`config.mk`:
```
export PLATFORM = sky130hd
export DESIGN_NAME = mips_mc_controller_flat
export DESIGN_NICKNAME = d
export VERILOG_FILES = /design/src/rtl/mips_mc_controller_if.sv /design/src/rtl/mips_mc_controller.sv /design/src/flat_wrapper.sv
export SDC_FILE = /design/constraint.sdc
export NUM_CORES = 1
export LEC_CHECK = 0
export ABC_AREA = 1
export BUFFER_PORTS_ARGS = -buffer_cell sky130_fd_sc_hd__clkbuf_2
export CAP_MARGIN = 40
export CORE_AREA = 4 4 41 43
export DETAILED_ROUTE_END_ITERATION = 8
export DIE_AREA = 0 0 45 47
export MAX_ROUTING_LAYER = met4
export PLACE_DENSITY = 0.91
export SETUP_SLACK_MARGIN = 0.4
export SLEW_MARGIN = 10
export SYNTH_ARGS = -nofsm -noshare
export SYNTH_HDL_FRONTEND = slang
export SYNTH_SLANG_ARGS = --single-unit
```
`constraint.sdc`:
```
create_clock -name clk -period 1.66 [get_ports clk]
set_input_delay 0.083 -clock clk [delete_from_list [all_inputs] [get_ports clk]]
set_output_delay 0.083 -clock clk [all_outputs]
set_load 0.03 [all_outputs]
```
`src/rtl/mips_mc_controller_if.sv`:
```
// Control bus between the multi-cycle MIPS controller and its datapath.
// The controller takes the master side: it samples opcode/mem_ready and
// drives every datapath enable and mux select.
interface mips_mc_controller_if;
    logic [5:0] opcode;
    logic       mem_ready;
    logic       pc_write;
    logic       pc_write_c;
    logic [1:0] pc_src;
    logic       i_or_d;
    logic       mem_read;
    logic       mem_write;
    logic       ir_write;
    logic       reg_dst;
    logic       mem_to_reg;
    logic       reg_write;
    logic       alu_src_a;
    logic [1:0] alu_src_b;
    logic [1:0] aluop;
    logic       instr_done;

    modport master (
        input  opcode, mem_ready,
        output pc_write, pc_write_c, pc_src, i_or_d, mem_read, mem_write,
               ir_write, reg_dst, mem_to_reg, reg_write, alu_src_a,
               alu_src_b, aluop, instr_done
    );

    modport slave (
        output opcode, mem_ready,
        input  pc_write, pc_write_c, pc_src, i_or_d, mem_read, mem_write,
               ir_write, reg_dst, mem_to_reg, reg_write, alu_src_a,
               alu_src_b, aluop, instr_done
    );
endinterface

```
`src/rtl/mips_mc_controller.sv`:
```
// Main control FSM of the multi-cycle MIPS datapath. Steps each instruction
// through fetch/decode/execute/memory/writeback, stalls memory phases on
// mem_ready, and produces the 2-bit aluop for the ALU control decoder.
module mips_mc_controller #(
    parameter logic [5:0] OP_RT   = 6'b000000,
    parameter logic [5:0] OP_LW   = 6'b100011,
    parameter logic [5:0] OP_SW   = 6'b101011,
    parameter logic [5:0] OP_BEQ  = 6'b000100,
    parameter logic [5:0] OP_ADDI = 6'b001000,
    parameter logic [5:0] OP_SLTI = 6'b001010,
    parameter logic [5:0] OP_J    = 6'b000010
) (
    input  logic                        clk,
    input  logic                        rst,
    mips_mc_controller_if.master        ctrl_if
);

    typedef enum logic [3:0] {
        S_IF = 4'd0,
        S_ID = 4'd1,
        S_MA = 4'd2,
        S_ML = 4'd3,
        S_WL = 4'd4,
        S_MS = 4'd5,
        S_RX = 4'd6,
        S_WR = 4'd7,
        S_BR = 4'd8,
        S_IX = 4'd9,
        S_WI = 4'd10,
        S_JP = 4'd11
    } state_t;

    typedef struct packed {
        logic       pc_write;
        logic       pc_write_c;
        logic [1:0] pc_src;
        logic       i_or_d;
        logic       mem_read;
        logic       mem_write;
        logic       ir_write;
        logic       reg_dst;
        logic       mem_to_reg;
        logic       reg_write;
        logic       alu_src_a;
        logic [1:0] alu_src_b;
        logic [1:0] aluop;
        logic       instr_done;
    } ctl_t;

    state_t state_q, state_d;
    ctl_t   ctl;

    // State register; reset returns to fetch from any state.
    always_ff @(posedge clk) begin
        if (rst) state_q <= S_IF;
        else     state_q <= state_d;
    end

    // Next-state and control outputs; reset masks every output to 0.
    always_comb begin
        state_d = state_q;
        ctl     = '0;
        case (state_q)
            S_IF: begin
                ctl.mem_read  = 1'b1;
                ctl.alu_src_b = 2'b01;
                ctl.ir_write  = ctrl_if.mem_ready;
                ctl.pc_write  = ctrl_if.mem_ready;
                if (ctrl_if.mem_ready) state_d = S_ID;
            end
            S_ID: begin
                ctl.alu_src_b = 2'b11;
                if (ctrl_if.opcode == OP_LW || ctrl_if.opcode == OP_SW)
                    state_d = S_MA;
                else if (ctrl_if.opcode == OP_RT)
                    state_d = S_RX;
                else if (ctrl_if.opcode == OP_BEQ)
                    state_d = S_BR;
                else if (ctrl_if.opcode == OP_ADDI || ctrl_if.opcode == OP_SLTI)
                    state_d = S_IX;
                else if (ctrl_if.opcode == OP_J)
                    state_d = S_JP;
                else begin
                    ctl.instr_done = 1'b1;
                    state_d        = S_IF;
                end
            end
            S_MA: begin
                ctl.alu_src_a = 1'b1;
                ctl.alu_src_b = 2'b10;
                if (ctrl_if.opcode == OP_LW)      state_d = S_ML;
                else if (ctrl_if.opcode == OP_SW) state_d = S_MS;
                else                              state_d = S_IF;
            end
            S_ML: begin
                ctl.mem_read = 1'b1;
                ctl.i_or_d   = 1'b1;
                if (ctrl_if.mem_ready) state_d = S_WL;
            end
            S_WL: begin
                ctl.reg_write  = 1'b1;
                ctl.mem_to_reg = 1'b1;
                ctl.instr_done = 1'b1;
                state_d        = S_IF;
            end
            S_MS: begin
                ctl.mem_write  = 1'b1;
                ctl.i_or_d     = 1'b1;
                ctl.instr_done = ctrl_if.mem_ready;
                if (ctrl_if.mem_ready) state_d = S_IF;
            end
            S_RX: begin
                ctl.alu_src_a = 1'b1;
                ctl.aluop     = 2'b10;
                state_d       = S_WR;
            end
            S_WR: begin
                ctl.reg_write  = 1'b1;
                ctl.reg_dst    = 1'b1;
                ctl.instr_done = 1'b1;
                state_d        = S_IF;
            end
            S_BR: begin
                ctl.alu_src_a  = 1'b1;
                ctl.aluop      = 2'b01;
                ctl.pc_write_c = 1'b1;
                ctl.pc_src     = 2'b01;
                ctl.instr_done = 1'b1;
                state_d        = S_IF;
            end
            S_IX: begin
                ctl.alu_src_a = 1'b1;
                ctl.alu_src_b = 2'b10;
                ctl.aluop     = (ctrl_if.opcode == OP_SLTI) ? 2'b11 : 2'b00;
                state_d       = S_WI;
            end
            S_WI: begin
                ctl.reg_write  = 1'b1;
                ctl.instr_done = 1'b1;
                state_d        = S_IF;
            end
            S_JP: begin
                ctl.pc_write   = 1'b1;
                ctl.pc_src     = 2'b10;
                ctl.instr_done = 1'b1;
                state_d        = S_IF;
            end
            default: state_d = S_IF;
        endcase
        if (rst) ctl = '0;
    end

    assign ctrl_if.pc_write   = ctl.pc_write;
    assign ctrl_if.pc_write_c = ctl.pc_write_c;
    assign ctrl_if.pc_src     = ctl.pc_src;
    assign ctrl_if.i_or_d     = ctl.i_or_d;
    assign ctrl_if.mem_read   = ctl.mem_read;
    assign ctrl_if.mem_write  = ctl.mem_write;
    assign ctrl_if.ir_write   = ctl.ir_write;
    assign ctrl_if.reg_dst    = ctl.reg_dst;
    assign ctrl_if.mem_to_reg = ctl.mem_to_reg;
    assign ctrl_if.reg_write  = ctl.reg_write;
    assign ctrl_if.alu_src_a  = ctl.alu_src_a;
    assign ctrl_if.alu_src_b  = ctl.alu_src_b;
    assign ctrl_if.aluop      = ctl.aluop;
    assign ctrl_if.instr_done = ctl.instr_done;

endmodule
```
`src/flat_wrapper.sv`:
```
// flat-port wrapper written by rule: the top's interface ports become plain ports
module mips_mc_controller_flat 
#(
    parameter logic [5:0] OP_RT   = 6'b000000,
    parameter logic [5:0] OP_LW   = 6'b100011,
    parameter logic [5:0] OP_SW   = 6'b101011,
    parameter logic [5:0] OP_BEQ  = 6'b000100,
    parameter logic [5:0] OP_ADDI = 6'b001000,
    parameter logic [5:0] OP_SLTI = 6'b001010,
    parameter logic [5:0] OP_J    = 6'b000010
)
  (clk, rst, ctrl_if_opcode, ctrl_if_mem_ready, ctrl_if_pc_write, ctrl_if_pc_write_c, ctrl_if_pc_src, ctrl_if_i_or_d, ctrl_if_mem_read, ctrl_if_mem_write, ctrl_if_ir_write, ctrl_if_reg_dst, ctrl_if_mem_to_reg, ctrl_if_reg_write, ctrl_if_alu_src_a, ctrl_if_alu_src_b, ctrl_if_aluop, ctrl_if_instr_done);
  mips_mc_controller_if ctrl_if_i ();
  input  logic clk;
  input  logic rst;
  input wire logic [$bits(ctrl_if_i.opcode)-1:0] ctrl_if_opcode;
  input wire logic [$bits(ctrl_if_i.mem_ready)-1:0] ctrl_if_mem_ready;
  output wire logic [$bits(ctrl_if_i.pc_write)-1:0] ctrl_if_pc_write;
  output wire logic [$bits(ctrl_if_i.pc_write_c)-1:0] ctrl_if_pc_write_c;
  output wire logic [$bits(ctrl_if_i.pc_src)-1:0] ctrl_if_pc_src;
  output wire logic [$bits(ctrl_if_i.i_or_d)-1:0] ctrl_if_i_or_d;
  output wire logic [$bits(ctrl_if_i.mem_read)-1:0] ctrl_if_mem_read;
  output wire logic [$bits(ctrl_if_i.mem_write)-1:0] ctrl_if_mem_write;
  output wire logic [$bits(ctrl_if_i.ir_write)-1:0] ctrl_if_ir_write;
  output wire logic [$bits(ctrl_if_i.reg_dst)-1:0] ctrl_if_reg_dst;
  output wire logic [$bits(ctrl_if_i.mem_to_reg)-1:0] ctrl_if_mem_to_reg;
  output wire logic [$bits(ctrl_if_i.reg_write)-1:0] ctrl_if_reg_write;
  output wire logic [$bits(ctrl_if_i.alu_src_a)-1:0] ctrl_if_alu_src_a;
  output wire logic [$bits(ctrl_if_i.alu_src_b)-1:0] ctrl_if_alu_src_b;
  output wire logic [$bits(ctrl_if_i.aluop)-1:0] ctrl_if_aluop;
  output wire logic [$bits(ctrl_if_i.instr_done)-1:0] ctrl_if_instr_done;
  assign ctrl_if_i.opcode = ctrl_if_opcode;
  assign ctrl_if_i.mem_ready = ctrl_if_mem_ready;
  assign ctrl_if_pc_write = ctrl_if_i.pc_write;
  assign ctrl_if_pc_write_c = ctrl_if_i.pc_write_c;
  assign ctrl_if_pc_src = ctrl_if_i.pc_src;
  assign ctrl_if_i_or_d = ctrl_if_i.i_or_d;
  assign ctrl_if_mem_read = ctrl_if_i.mem_read;
  assign ctrl_if_mem_write = ctrl_if_i.mem_write;
  assign ctrl_if_ir_write = ctrl_if_i.ir_write;
  assign ctrl_if_reg_dst = ctrl_if_i.reg_dst;
  assign ctrl_if_mem_to_reg = ctrl_if_i.mem_to_reg;
  assign ctrl_if_reg_write = ctrl_if_i.reg_write;
  assign ctrl_if_alu_src_a = ctrl_if_i.alu_src_a;
  assign ctrl_if_alu_src_b = ctrl_if_i.alu_src_b;
  assign ctrl_if_aluop = ctrl_if_i.aluop;
  assign ctrl_if_instr_done = ctrl_if_i.instr_done;
  mips_mc_controller #(.OP_RT(OP_RT), .OP_LW(OP_LW), .OP_SW(OP_SW), .OP_BEQ(OP_BEQ), .OP_ADDI(OP_ADDI), .OP_SLTI(OP_SLTI), .OP_J(OP_J)) u_core (.clk(clk), .rst(rst), .ctrl_if(ctrl_if_i));
endmodule
```
**Word level (Yosys, flattened, before mapping)**

Index checks and enable logic that the tools add are counted.

- Multiplexer cells: 32
- Reductions and logical operators: 11
- Equal/unequal tests: 20

Operator list:

| cell | number |
|---|---|
| two-way mux 4 bit | 8 |
| case mux 4 bit (7 select lines) | 1 |
| two-way mux 17 bit | 1 |
| equality test 4 x 3 -> 1 bit (second input constant) | 4 |
| equality test 4 bit (second input constant) | 4 |
| two-way mux 1 bit | 14 |
| equality test 6 x 4 -> 1 bit (second input constant) | 2 |
| equality test 6 bit (second input constant) | 2 |
| case mux 2 bit (3 select lines) | 2 |
| equality test 4 x 2 -> 1 bit (second input constant) | 2 |
| equality test 6 x 2 -> 1 bit (second input constant) | 1 |
| equality test 6 x 3 -> 1 bit (second input constant) | 1 |
| logical NOT 6 bit | 1 |
| two-way mux 3 bit | 2 |
| != test 2 bit (second input constant) | 3 |
| OR reduction 2 bit | 3 |
| OR reduction 5 bit | 1 |
| equality test 4 x 1 -> 1 bit (second input constant) | 1 |
| logical NOT 4 bit | 1 |
| case mux 2 bit (2 select lines) | 1 |
| OR reduction 4 bit | 1 |
| case mux 1 bit (3 select lines) | 1 |
| AND reduction 3 bit | 1 |
| OR reduction 3 bit | 1 |
| 3 further kinds | 4 |

- Logic and storage cells: 64
- Bits of input ports: 9
- Output and inout port bits: 17
- Bits in registers: 4

**Logic depth before layout (Yosys ltp)**

Gate-level depths: netlist (run 1).

- Depth in word-level cells: 8
- Depth in mapped cells: 9

**Least setup slack after synthesis (run 1)**

OpenSTA, ideal clock, no wires.

- Path type: register to output
- Start point: register u_core.state_q[3]
- End point: output ctrl_if_pc_src[0]
- Cell stages (with the launch flop): 6
- Required time: 1577 ps
- Setup slack: 227 ps
- Arrival: 1350 ps
- Cells stage by stage: dfxtp_1 nand2_1 inv_1 nand2_1 nor2_1 buf_4

- Word-level cells in the longest chain between the ends: 3

Ends and longest elaborated chain:

| what | line | source |
|---|---|---|
| start, declared | mips_mc_controller.sv:50 | `state_t state_q, state_d;` |
| start signal, assigned | mips_mc_controller.sv:56 | `else state_q <= state_d;` |
| equality test 4 bit | mips_mc_controller.sv:63 | `case (state_q)` |
| case mux 2 bit (2 select lines) (*) | mips_mc_controller.sv:63 |  |
| two-way mux 17 bit (*) | mips_mc_controller.sv:150 | `if (rst) ctl = '0;` |
| end, declared | flat_wrapper.sv:20 | `output wire logic [$bits(ctrl_if_i.pc_src)-1:0] ctrl_if_pc_src;` |

Mark *: on every way between the ends. The rest lies on a longest branch, timed or not.

**Final worst setup path (run 1)**

- Start point: register u_core.state_q[2]
- End point: output ctrl_if_instr_done

- Word-level cells in the longest chain between the ends: 4

Ends and longest elaborated chain:

| what | line | source |
|---|---|---|
| equality test 4 x 3 -> 1 bit / equality test 4 bit (equally long branches) | mips_mc_controller.sv:63 |  |
| OR reduction 5 bit (no source line) | -- |  |
| case mux 1 bit (3 select lines) (*) | mips_mc_controller.sv:63 |  |
| two-way mux 17 bit (*) | mips_mc_controller.sv:150 |  |
| end, declared | flat_wrapper.sv:31 | `output wire logic [$bits(ctrl_if_i.instr_done)-1:0] ctrl_if_instr_done;` |

Marks and branches as above.

==> flow_summary.toml, run 1 <==
[cts]
cts_buffers = 3
clk_path_buf_depth = 2
cts.sinks = 4
cts_tree = "yes"
clock_latency_ns = 0.25
cts.clk_slew.worst_paths_ns = 0.05
clockRootBuffer = "clkbuf_4"
htreeDepth = 1
cts_hold_buffers = 0

[floorplan]
start_util_pct = 48.4
dieWidth_um = 45
rows = 13
die_height_um = 47
num_io_pins = 26
fp.coreArea_um2 = 1300
die-area_um2 = 2120

[synth]
synth-edff-count = 0
syn_nets = 128
ys_seq_area_share_pct = 12.7
yosys.area.top_type = "nor2_1"
synth_cells = 119
yosys.cell_count.top_type = "nor2_1"
yosysWarnings = 0
netlist.area_leader.share_pct = 16.1
synth_area_leaders = "nor2_1 (16%), nand2_1 (14%), dfxtp_1 (13%), inv_1 (8.9%), nand3_1 (8.7%)"
synth.avg_cell_area_um2 = 5.29
synth_commonest_cells = "nor2_1 (27), nand2_1 (24), inv_1 (15), nand3_1 (11), nand2_2 (8)"
netlist_area_um2 = 629
synth_ff_type = "dfxtp_1"
ys_ff_latch = 4
synth-async-reset-ratio_pct = 0
synthDistinctLibCells = 22

[timing]
clock.fmax_ghz = 0.623
min_period_over_period_pct = 96.7
slew_headroom_pct = 66.9
fin_crit_ns = 1.60
setup_violations = 0
hold_violations = 0
skew_ns = 0.0162
maxSlewViolCount = 0
setup_ws_ns = 0.0552
tightest_slew_ns = 0.497
tns_ns = 0
rsz0062_at_grt = "true"

[final_layout]
nFillCells = 54
top_regs = "u_core.state_q (4)"
largest-register = "u_core.state_q"
largest_reg_flops = 4
fin_area_um2 = 1170
multi_input_area_um2 = 561
seq_area_um2 = 92.6
fin_util_pct = 90.0
layout.nets = 175
area_growth_pct = 86.1
drive_gt1_share_pct = 61.0
diodes = 0

[worst_setup_path]
worstReg2RegStart = "u_core.state_q[2]$_SDFFE_PP0P_"
crit_arrival_ns = 1.52
required_ns = 1.58
reg2reg_slack_ns = 0.18
r2r_cells = 9
reg2reg_to = "u_core.state_q[0]$_SDFFE_PP0P_"
worstSetupPathType = "register to output pin"
cp-end-kind = "output pin"
path_max_fanout = 5
worstSetupStartpointType = "register"

[power]
p_per_area_nw_per_um2 = 354
p_leak_nw = 0.610
vdd_drop_max_mv = 0.401
total_power_w = 0.000415

[min_path]
hold_path_class = "input port to register"
hold_start = "ctrl_if_mem_ready"
min_to = "u_core.state_q[2]$_SDFFE_PP0P_"
hold_path_depth = 4

[place]
io_buffers = 25
post-place-ws_ns = 0.265
placed_cell_area_um2 = 776
dp_hpwl_mm = 1.34
place.gp.congestion = 0.862

[global_route]
grt_pass1_vias = 867
grt_max_degree = 20
grtUsageTotal_pct = 23.0
grt_first_pass_wirelength_mm = 3.51
antenna_found_initial = 0
gr-total-overflow = 0

[routing]
wire_per_inst_um = 18.5
ant_nets = 0
routed_wl_mm = 3.31
drt_iter0_drc = 103
drc = 0
vias = 1105
firstDrtPassIters = 4
via_per_inst = 6.17

[job]
cap_violations = 0

[run_status]
status = "finished, final reports clean"
cell families after synthesis:
kind of cell           Yosys count  share of synthesized area (%)
AO/OA/AOI/OAI                   15                           14.9
AND/OR/NAND/NOR                 78                           57.3
flip-flops                       4                           12.7
buffers and inverters           22                           15.1
where the power goes:
group | internal (W) | leakage [nW] | switching, W | total (W)
clock network | 0.0000815 | 0.0138 | 0.0000502 | 0.000132
logic | 0.0000662 | 0.561 | 0.000115 | 0.000181
registers | 0.0000967 | 0.0352 | 0.00000551 | 0.000102
critical path, stage by stage, from the launching register on:
cell      delay (ns)
dfxtp_4         0.38
inv_4           0.06
nor2_4          0.21
nand2_2         0.12
nand2_2         0.12
a211oi_2        0.06
a21oi_2         0.15
clkbuf_8        0.18
cells in the final DEF, fill, tap and decap left out, types with 2 or more instances in the layout:
master / n
a21oi_1: 4
a21oi_2: 5
buf_4: 23
buf_6: 2
clkbuf_2: 8
clkbuf_4: 4
clkbuf_8: 10
dfxtp_4: 3
inv_1: 12
inv_2: 3
inv_4: 4
nand2_1: 13
nand2_2: 16
nand2_4: 3
nand3_1: 10
nor2_1: 21
nor2_2: 7
nor2_4: 4
o21ai_1: 2
worst max-delay path by stage:
stage / startpoint / end / slack (ns) / cells past startpoint
floorplan: u_core.state_q[3]$_SDFFE_PP0P_ / ctrl_if_pc_src[0] / 0.40 / 5
global placement: u_core.state_q[1]$_SDFFE_PP0P_ / ctrl_if_instr_done / 0.31 / 6
detailed placement: u_core.state_q[3]$_SDFFE_PP0P_ / ctrl_if_aluop[1] / 0.27 / 7
CTS: u_core.state_q[0]$_SDFFE_PP0P_ / ctrl_if_instr_done / 0.19 / 7
global route: u_core.state_q[0]$_SDFFE_PP0P_ / ctrl_if_alu_src_a / 0.04 / 9
finish: u_core.state_q[2]$_SDFFE_PP0P_ / ctrl_if_instr_done / 0.06 / 7
metrics by stage:
stage                     cells  hold WS, ns
final                       179        0.286
after global routing        179        0.301
after global placement      156        0.437
after detailed placement    156        0.447
after floorplan             119        0.281
after CTS                   168        0.236
area by class of cell:
class	instances	share of cell area (%)
clock buffers	3	1.92
repair buffers	45	33.8
flip-flops and latches	4	7.91
multi-input cells	93	47.9
inverters	19	6.94
well taps	15	1.60
per-layer routing:
layer | wire length [µm] | part of all wire, % | GRT usage, % | up-vias
met5 | 0 | 0 | - | -
met4 | 244 | 7.4 | 11.7 | 0
li1 | - | - | - | 460
met3 | 442 | 13 | 2.30 | 41
met2 | 1450 | 44 | 42.9 | 124
met1 | 1170 | 35 | 23.6 | 480
timing repair:
| item | 4_1_cts | 5_1_grt |
|---|---|---|
| gates resized for setup | 52 | 24 |
| buffers inserted | 9 | 11 |
| pin swaps | 11 | 12 |
| cloned | 0 | 0 |
| setup endpoints to repair | 18 | 21 |
No activity file was read; power rests on OpenSTA's default activity.
==> run 2: changes to the inputs <==
GPL_TIMING_DRIVEN = 0   (was default)
==> run 2 against run 1 <==
  * Via count grew 0.63%
  * Highest routed layer unchanged
  * Final cell count unchanged
  * Combinational power rose by 14%
  * Sequential power barely moved
==> flow_summary.toml, run 2 (synthesis results as in run 1) <==
[cts]
cts.sinks = 4
cts.clk_slew.worst_paths_ns = 0.04
clk_path_buf_depth = 2
cts_tree = "yes"
cts_buffers = 3
clockRootBuffer = "clkbuf_4"
htreeDepth = 1
cts_hold_buffers = 0
clock_latency_ns = 0.24

[floorplan]
die-area_um2 = 2120
num_io_pins = 26
rows = 13
dieWidth_um = 45
start_util_pct = 48.4
fp.coreArea_um2 = 1300
die_height_um = 47

[global_route]
grt_pass1_vias = 858
grt_max_degree = 11
gr-total-overflow = 0
grtUsageTotal_pct = 23.0
antenna_found_initial = 0
grt_first_pass_wirelength_mm = 3.49

[worst_setup_path]
path_max_fanout = 5
worstReg2RegStart = "u_core.state_q[0]$_SDFFE_PP0P_"
cp-end-kind = "output pin"
worstSetupPathType = "register to output pin"
crit_cells = 6
crit_arrival_ns = 1.49
path_cells = "nor2_2 > nand2_1 > nand2_2 > a211oi_2 > a21oi_2 > clkbuf_8"
required_ns = 1.58
reg2reg_slack_ns = 0.13
cp_top_family = "simple AND/OR/NAND/NOR gates"
r2r_cells = 10
path_buf_inv = 1
crit_slowest_cell = "dfxtp_4"
reg2reg_to = "u_core.state_q[0]$_SDFFE_PP0P_"
worstSetupStartpointType = "register"
max_stage_delay_ns = 0.37

[min_path]
min_to = "u_core.state_q[0]$_SDFFE_PP0P_"
hold_path_class = "input port to register"
hold_start = "rst"
hold_path_depth = 2

[power]
total_power_w = 0.000436
p_per_area_nw_per_um2 = 355
p_leak_nw = 0.648
vdd_drop_max_mv = 0.541

[routing]
firstDrtPassIters = 4
routed_wl_mm = 3.64
wl_met2_mm = 1.63
ant_nets = 0
via_per_inst = 6.21
wl_met1_mm = 1.35
wire_per_inst_um = 20.3
drt_iter0_drc = 71
vias = 1112
met3_length_um = 439
drc = 0
top_layer = "met4"

[timing]
maxSlewViolCount = 0
holdWs_ns = 0.0734
clock.fmax_ghz = 0.635
setup_violations = 0
rsz0062_at_grt = "true"
min_period_over_period_pct = 94.8
slew_headroom_pct = 55.0
tightest_slew_ns = 0.675
tns_ns = 0
fin_crit_ns = 1.57
hold_violations = 0
skew_ns = 0.00161

[final_layout]
drive_gt1_share_pct = 62.8
largest-register = "u_core.state_q"
layout.nets = 175
top_regs = "u_core.state_q (4)"
largest_reg_flops = 4
mostFrequentLayoutCell = "buf_4"
area_growth_pct = 95.2
diodes = 0
layout_common_cells = "buf_4 (18), nand2_1 (16), nor2_1 (16)"

[place]
place.gp.congestion = 0.867
dp_hpwl_mm = 1.32
io_buffers = 24

[job]
cap_violations = 0

[run_status]
status = "finished, final reports clean"
==> run 2: per-stage QoR <==
stage | std cells | util (%) | instance area, µm² | setup slack [ns]
final | 179 | 94.4 | 1230 | 0.0863
after detailed placement | 158 | 61.0 | 793 | 0.262
after CTS | 169 | 79.4 | 1030 | 0.188
after floorplan | 119 | - | 654 | 0.397
after global routing | 179 | 94.4 | 1230 | 0.0191
after global placement | 158 | 61.0 | 793 | 0.320
==> run 2: metal layers <==
layer  global-route usage, %  up-vias
met5                       -        -
met4                    8.77        0
met3                    2.30       33
met2                    43.8      117
met1                    24.1      499
li1                        -      463
==> run 2: layout make-up <==
| class | count | area (µm²) |
|---|---|---|
| clock buffer | 3 | 22.5 |
| buffer | 3 | 22.5 |
| tap | 15 | 18.8 |
| sequential | 4 | 92.6 |
| inverter | 19 | 77.6 |
| timing repair buffer | 42 | 388 |
| multi-input combinational | 93 | 607 |
| fill | 43 | 72.6 |
==> run 2: power breakdown <==
part	internal, W	leakage, nW	total (W)	switching (W)
sequential	0.0000955	0.0352	0.000100	0.00000452
combinational	0.0000794	0.599	0.000207	0.000128
clock	0.0000814	0.0138	0.000129	0.0000474
==> run 2: worst max-delay path by stage <==
stage,start,end
final,u_core.state_q[1]$_SDFFE_PP0P_,ctrl_if_instr_done
after global routing,u_core.state_q[0]$_SDFFE_PP0P_,ctrl_if_instr_done
after CTS,u_core.state_q[0]$_SDFFE_PP0P_,ctrl_if_aluop[1]
after detailed placement,u_core.state_q[3]$_SDFFE_PP0P_,ctrl_if_aluop[1]
after global placement,u_core.state_q[3]$_SDFFE_PP0P_,ctrl_if_aluop[1]
after floorplan,u_core.state_q[3]$_SDFFE_PP0P_,ctrl_if_pc_src[0]
==> run 2: repair_timing <==
item | CTS | global route
buffers inserted | 8 | 10
endpoints found under the setup margin | 18 | 21
pin swaps | 9 | 9
resized for setup | 45 | 42
gates cloned | 0 | 0
==> run 2: worst reg2reg max path, stage by stage (launching register included) <==
cell	delay, ns
dfxtp_2	0.36
inv_2	0.06
nor2_4	0.20
nand2_4	0.10
buf_4	0.15
buf_4	0.14
nor2_2	0.10
nand2_1	0.08
nand3_1	0.10
nand2_1	0.07
a21oi_2	0.11
==> run 3: changes to the inputs <==
--- a/config.mk
+++ b/config.mk
@@ -10,8 +10,8 @@
 export CAP_MARGIN = 40
-export CORE_AREA = 4 4 41 43
+export CORE_MARGIN = 4
+export CORE_UTILIZATION = 42
 export DETAILED_ROUTE_END_ITERATION = 8
-export DIE_AREA = 0 0 45 47
 export GPL_TIMING_DRIVEN = 0
 export MAX_ROUTING_LAYER = met4
-export PLACE_DENSITY = 0.91
+export PLACE_DENSITY = 0.86
 export SETUP_SLACK_MARGIN = 0.4
==> constraint.sdc (replaced) <==
create_clock -name clk -period 1.3 [get_ports clk]
set_input_delay 0.065 -clock clk [delete_from_list [all_inputs] [get_ports clk]]
set_output_delay 0.065 -clock clk [all_outputs]
set_load 0.05 [all_outputs]
==> run 3 against run 2 <==
  * The flow now stops in clock tree synthesis (4_1_cts)
  * Synthesized cell count is the same
  * Synthesized area unchanged
==> flow_summary.toml, run 3 <==
[run_status]
status = "did not finish"
failed_stage = "clock tree synthesis (4_1_cts)"
error = "[ERROR DPL-0033] detailed placement checks failed during check placement."

[synth]
netlist.area_leader.share_pct = 16.1
yosys.area.top_type = "nor2_1"
ys_seq_area_share_pct = 12.7
ys_ff_latch = 4
syn_nets = 128
netlist_area_um2 = 629
yosys.cell_count.top_type = "nor2_1"
synth.avg_cell_area_um2 = 5.29
synth-async-reset-ratio_pct = 0
synth_cells = 119
synth-edff-count = 0
synth_area_leaders = "nor2_1 (16%), nand2_1 (14%), dfxtp_1 (13%), inv_1 (8.9%), nand3_1 (8.7%)"
synthDistinctLibCells = 22
yosysWarnings = 0
synth_commonest_cells = "nor2_1 (27), nand2_1 (24), inv_1 (15), nand3_1 (11), nand2_2 (8)"
synth_ff_type = "dfxtp_1"

[cts]
clk_path_buf_depth = 2
cts_setup_buffers = 15
cts_buffers = 3
cts_hold_buffers = 0
ctsResizeCount = 62
cts.sinks = 4
htreeDepth = 1
clockRootBuffer = "clkbuf_4"

[floorplan]
num_io_pins = 26
die_height_um = 46.7
start_util_pct = 46.6
dieWidth_um = 46.7
rows = 13

[place]
dpl.cell_count = 158
io_buffers = 24
place.gp.congestion = 0.859
dp_hpwl_mm = 1.41
placed_cell_area_um2 = 960
-- run 3: cell counts after synthesis --
Identical to the previous run, type by type.
-- run 3: through the flow --
step / setup WS [ns] / utilization, %
after detailed placement: -0.0898 / 71.1
after global placement: -0.0794 / 71.1
after floorplan: 0.0695 / -
-- run 3: kinds of logic after synthesis --
kind of cell	share of synthesized area, %
flip-flops	12.7
AO/OA/AOI/OAI	14.9
AND/OR/NAND/NOR	57.3
buffers and inverters	15.1
==> run 4: changes to the inputs <==
CORE_AREA = 4 4 65 67   (was default)
CORE_MARGIN = default   (was 4)
CORE_UTILIZATION = default   (was 42)
DIE_AREA = 0 0 69 71   (was default)
MAX_ROUTING_LAYER = default   (was met4)
PLACE_DENSITY = default   (was 0.86)
PLACE_DENSITY_LB_ADDON = 0.15   (was default)
SETUP_SLACK_MARGIN = default   (was 0.4)
clock period = 1.7 ns   (was 1.3 ns; I/O delays follow)
==> run 4 against run 3 <==
  * The run now ends clean
==> flow_summary.toml, run 4 (synthesis results as in run 1) <==
[global_route]
grt_first_pass_wirelength_mm = 3.26
grt_max_degree = 11
grt_pass1_vias = 778
grtUsageTotal_pct = 7.86
antenna_found_initial = 0
gr-total-overflow = 0

[routing]
via_per_inst = 4.00
drt_iter0_drc = 43
routed_wl_mm = 1.88
vias = 776
drc = 0
wire_per_inst_um = 9.69
firstDrtPassIters = 4
ant_nets = 0

[cts]
cts.sinks = 4
cts_buffers = 3
cts.clk_slew.worst_paths_ns = 0.03
cts_tree = "yes"
cts_setup_buffers = 0
clk_path_buf_depth = 2
clock_latency_ns = 0.21
htreeDepth = 1
cts_hold_buffers = 0
clockRootBuffer = "clkbuf_8"

[worst_setup_path]
path_max_fanout = 4
worstSetupPathType = "register to output pin"
path_common_cell = "nor2_1"
crit_arrival_ns = 1.52
cp_top_family = "simple AND/OR/NAND/NOR gates"
path_cells = "inv_2 > nand2_1 > inv_1 > nand2_1 > nor2_1 > nor2_1 > nor2_1 > clkbuf_4"
worstSetupStartpointType = "register"
path_buf_inv = 3
required_ns = 1.62
cp-end-kind = "output pin"
max_stage_delay_ns = 0.33
crit_slowest_cell = "dfxtp_1"

[final_layout]
top_regs = "u_core.state_q (4)"
layout_common_cells = "nor2_1 (26), nand2_1 (24), clkbuf_2 (20)"
nFillCells = 435
mostFrequentLayoutCell = "nor2_1"
drive_gt1_share_pct = 36.3
largest_reg_flops = 4
layout.nets = 157
largest-register = "u_core.state_q"
stdcell_count = 194
diodes = 0
area_growth_pct = 38.4

[run_status]
status = "finished, final reports clean"

[timing]
hold_violations = 0
setup_violations = 0
maxSlewViolCount = 0
clock.fmax_ghz = 0.624
tightest_slew_ns = 0.380
setup_ws_ns = 0.0966
slew_headroom_pct = 74.7
fin_crit_ns = 1.60
skew_ns = 0.00125
min_period_over_period_pct = 94.3

[power]
p_leak_nw = 0.488
p_per_area_nw_per_um2 = 491
vdd_drop_max_mv = 0.103

[place]
io_buffers = 24
place.gp.congestion = 0.764
dpl.cell_count = 191
dp_hpwl_mm = 1.64
post-place-ws_ns = 0.212

[floorplan]
die_height_um = 71
num_io_pins = 26
fp.coreArea_um2 = 3630
die-area_um2 = 4900
dieWidth_um = 69
rows = 22
start_util_pct = 17.3

[min_path]
hold_path_class = "input port to register"

[job]
cap_violations = 0
-- run 4: final timing paths --
kind         depth (start not counted)                             end  slack, ns                           start
max                                  8                ctrl_if_aluop[0]        0.1  u_core.state_q[2]$_SDFFE_PP0P_
min                                  2  u_core.state_q[2]$_SDFFE_PP0P_       0.08                             rst
max reg2reg                          9  u_core.state_q[1]$_SDFFE_PP0P_       0.41  u_core.state_q[2]$_SDFFE_PP0P_
min reg2reg                          3  u_core.state_q[3]$_SDFFE_PP0P_       0.72  u_core.state_q[1]$_SDFFE_PP0P_
-- run 4: layout make-up --
| class | instances | area, µm² | area share, % |
|---|---|---|---|
| plain buffers | 3 | 22.5 | 2.59 |
| clock buffers | 3 | 41.3 | 4.74 |
| inverters | 19 | 72.6 | 8.33 |
| multi-input cells | 93 | 462 | 53.0 |
| flip-flops and latches | 4 | 82.6 | 9.48 |
| well taps | 48 | 60.1 | 6.90 |
| repair buffers | 24 | 130 | 14.9 |
-- run 4: timing repair --
action / 4_1_cts / 5_1_grt
endpoints found under the hold margin: 0 / 0
setup endpoints to repair: 3 / 5
resized for setup: 3 / 7
-- run 4: power breakdown --
part	internal, W	switching [W]	leakage, nW
clock	0.000150	0.0000414	0.0216
combinational	0.0000384	0.0000976	0.433
sequential	0.0000976	0.00000261	0.0335
total	0.000286	0.000142	0.488
-- run 4: per-stage QoR --
step | util [%] | area (µm²) | TNS (ns) | hold slack [ns] | power, W
2_1_floorplan | - | 632 | 0 | 0.272 | 0.000203
3_3_place_gp | 22.3 | 812 | 0 | 0.306 | 0.000237
3_5_place_dp | 22.3 | 812 | 0 | 0.308 | 0.000238
4_1_cts | 23.7 | 861 | 0 | 0.0827 | 0.000437
5_1_grt | 24.0 | 871 | -0.00548 | 0.0965 | 0.000452
6_report | 24.0 | 871 | 0 | 0.0829 | 0.000428
-- run 4: routing by layer --
| layer | vias to the layer above | share of wire, % | wire (µm) | GRT usage [%] |
|---|---|---|---|---|
| met4 | 0 | 0 | 0 | 2.60 |
| li1 | 427 | - | - | - |
| met2 | 19 | 47 | 890 | 12.9 |
| met3 | 0 | 5.7 | 107 | 2.41 |
| met1 | 330 | 47 | 881 | 9.75 |
| met5 | - | 0 | 0 | 0 |
-- run 4: worst reg2reg max path, cell delays in order (launching register included) --
cell and delay (ns):
dfxtp_1 0.37, inv_2 0.08, nand2_1 0.10, inv_1 0.08, nand2_1 0.14, nand2_1 0.10
nor2_1 0.11, nand3_1 0.10, nand2_1 0.07, inv_1 0.03
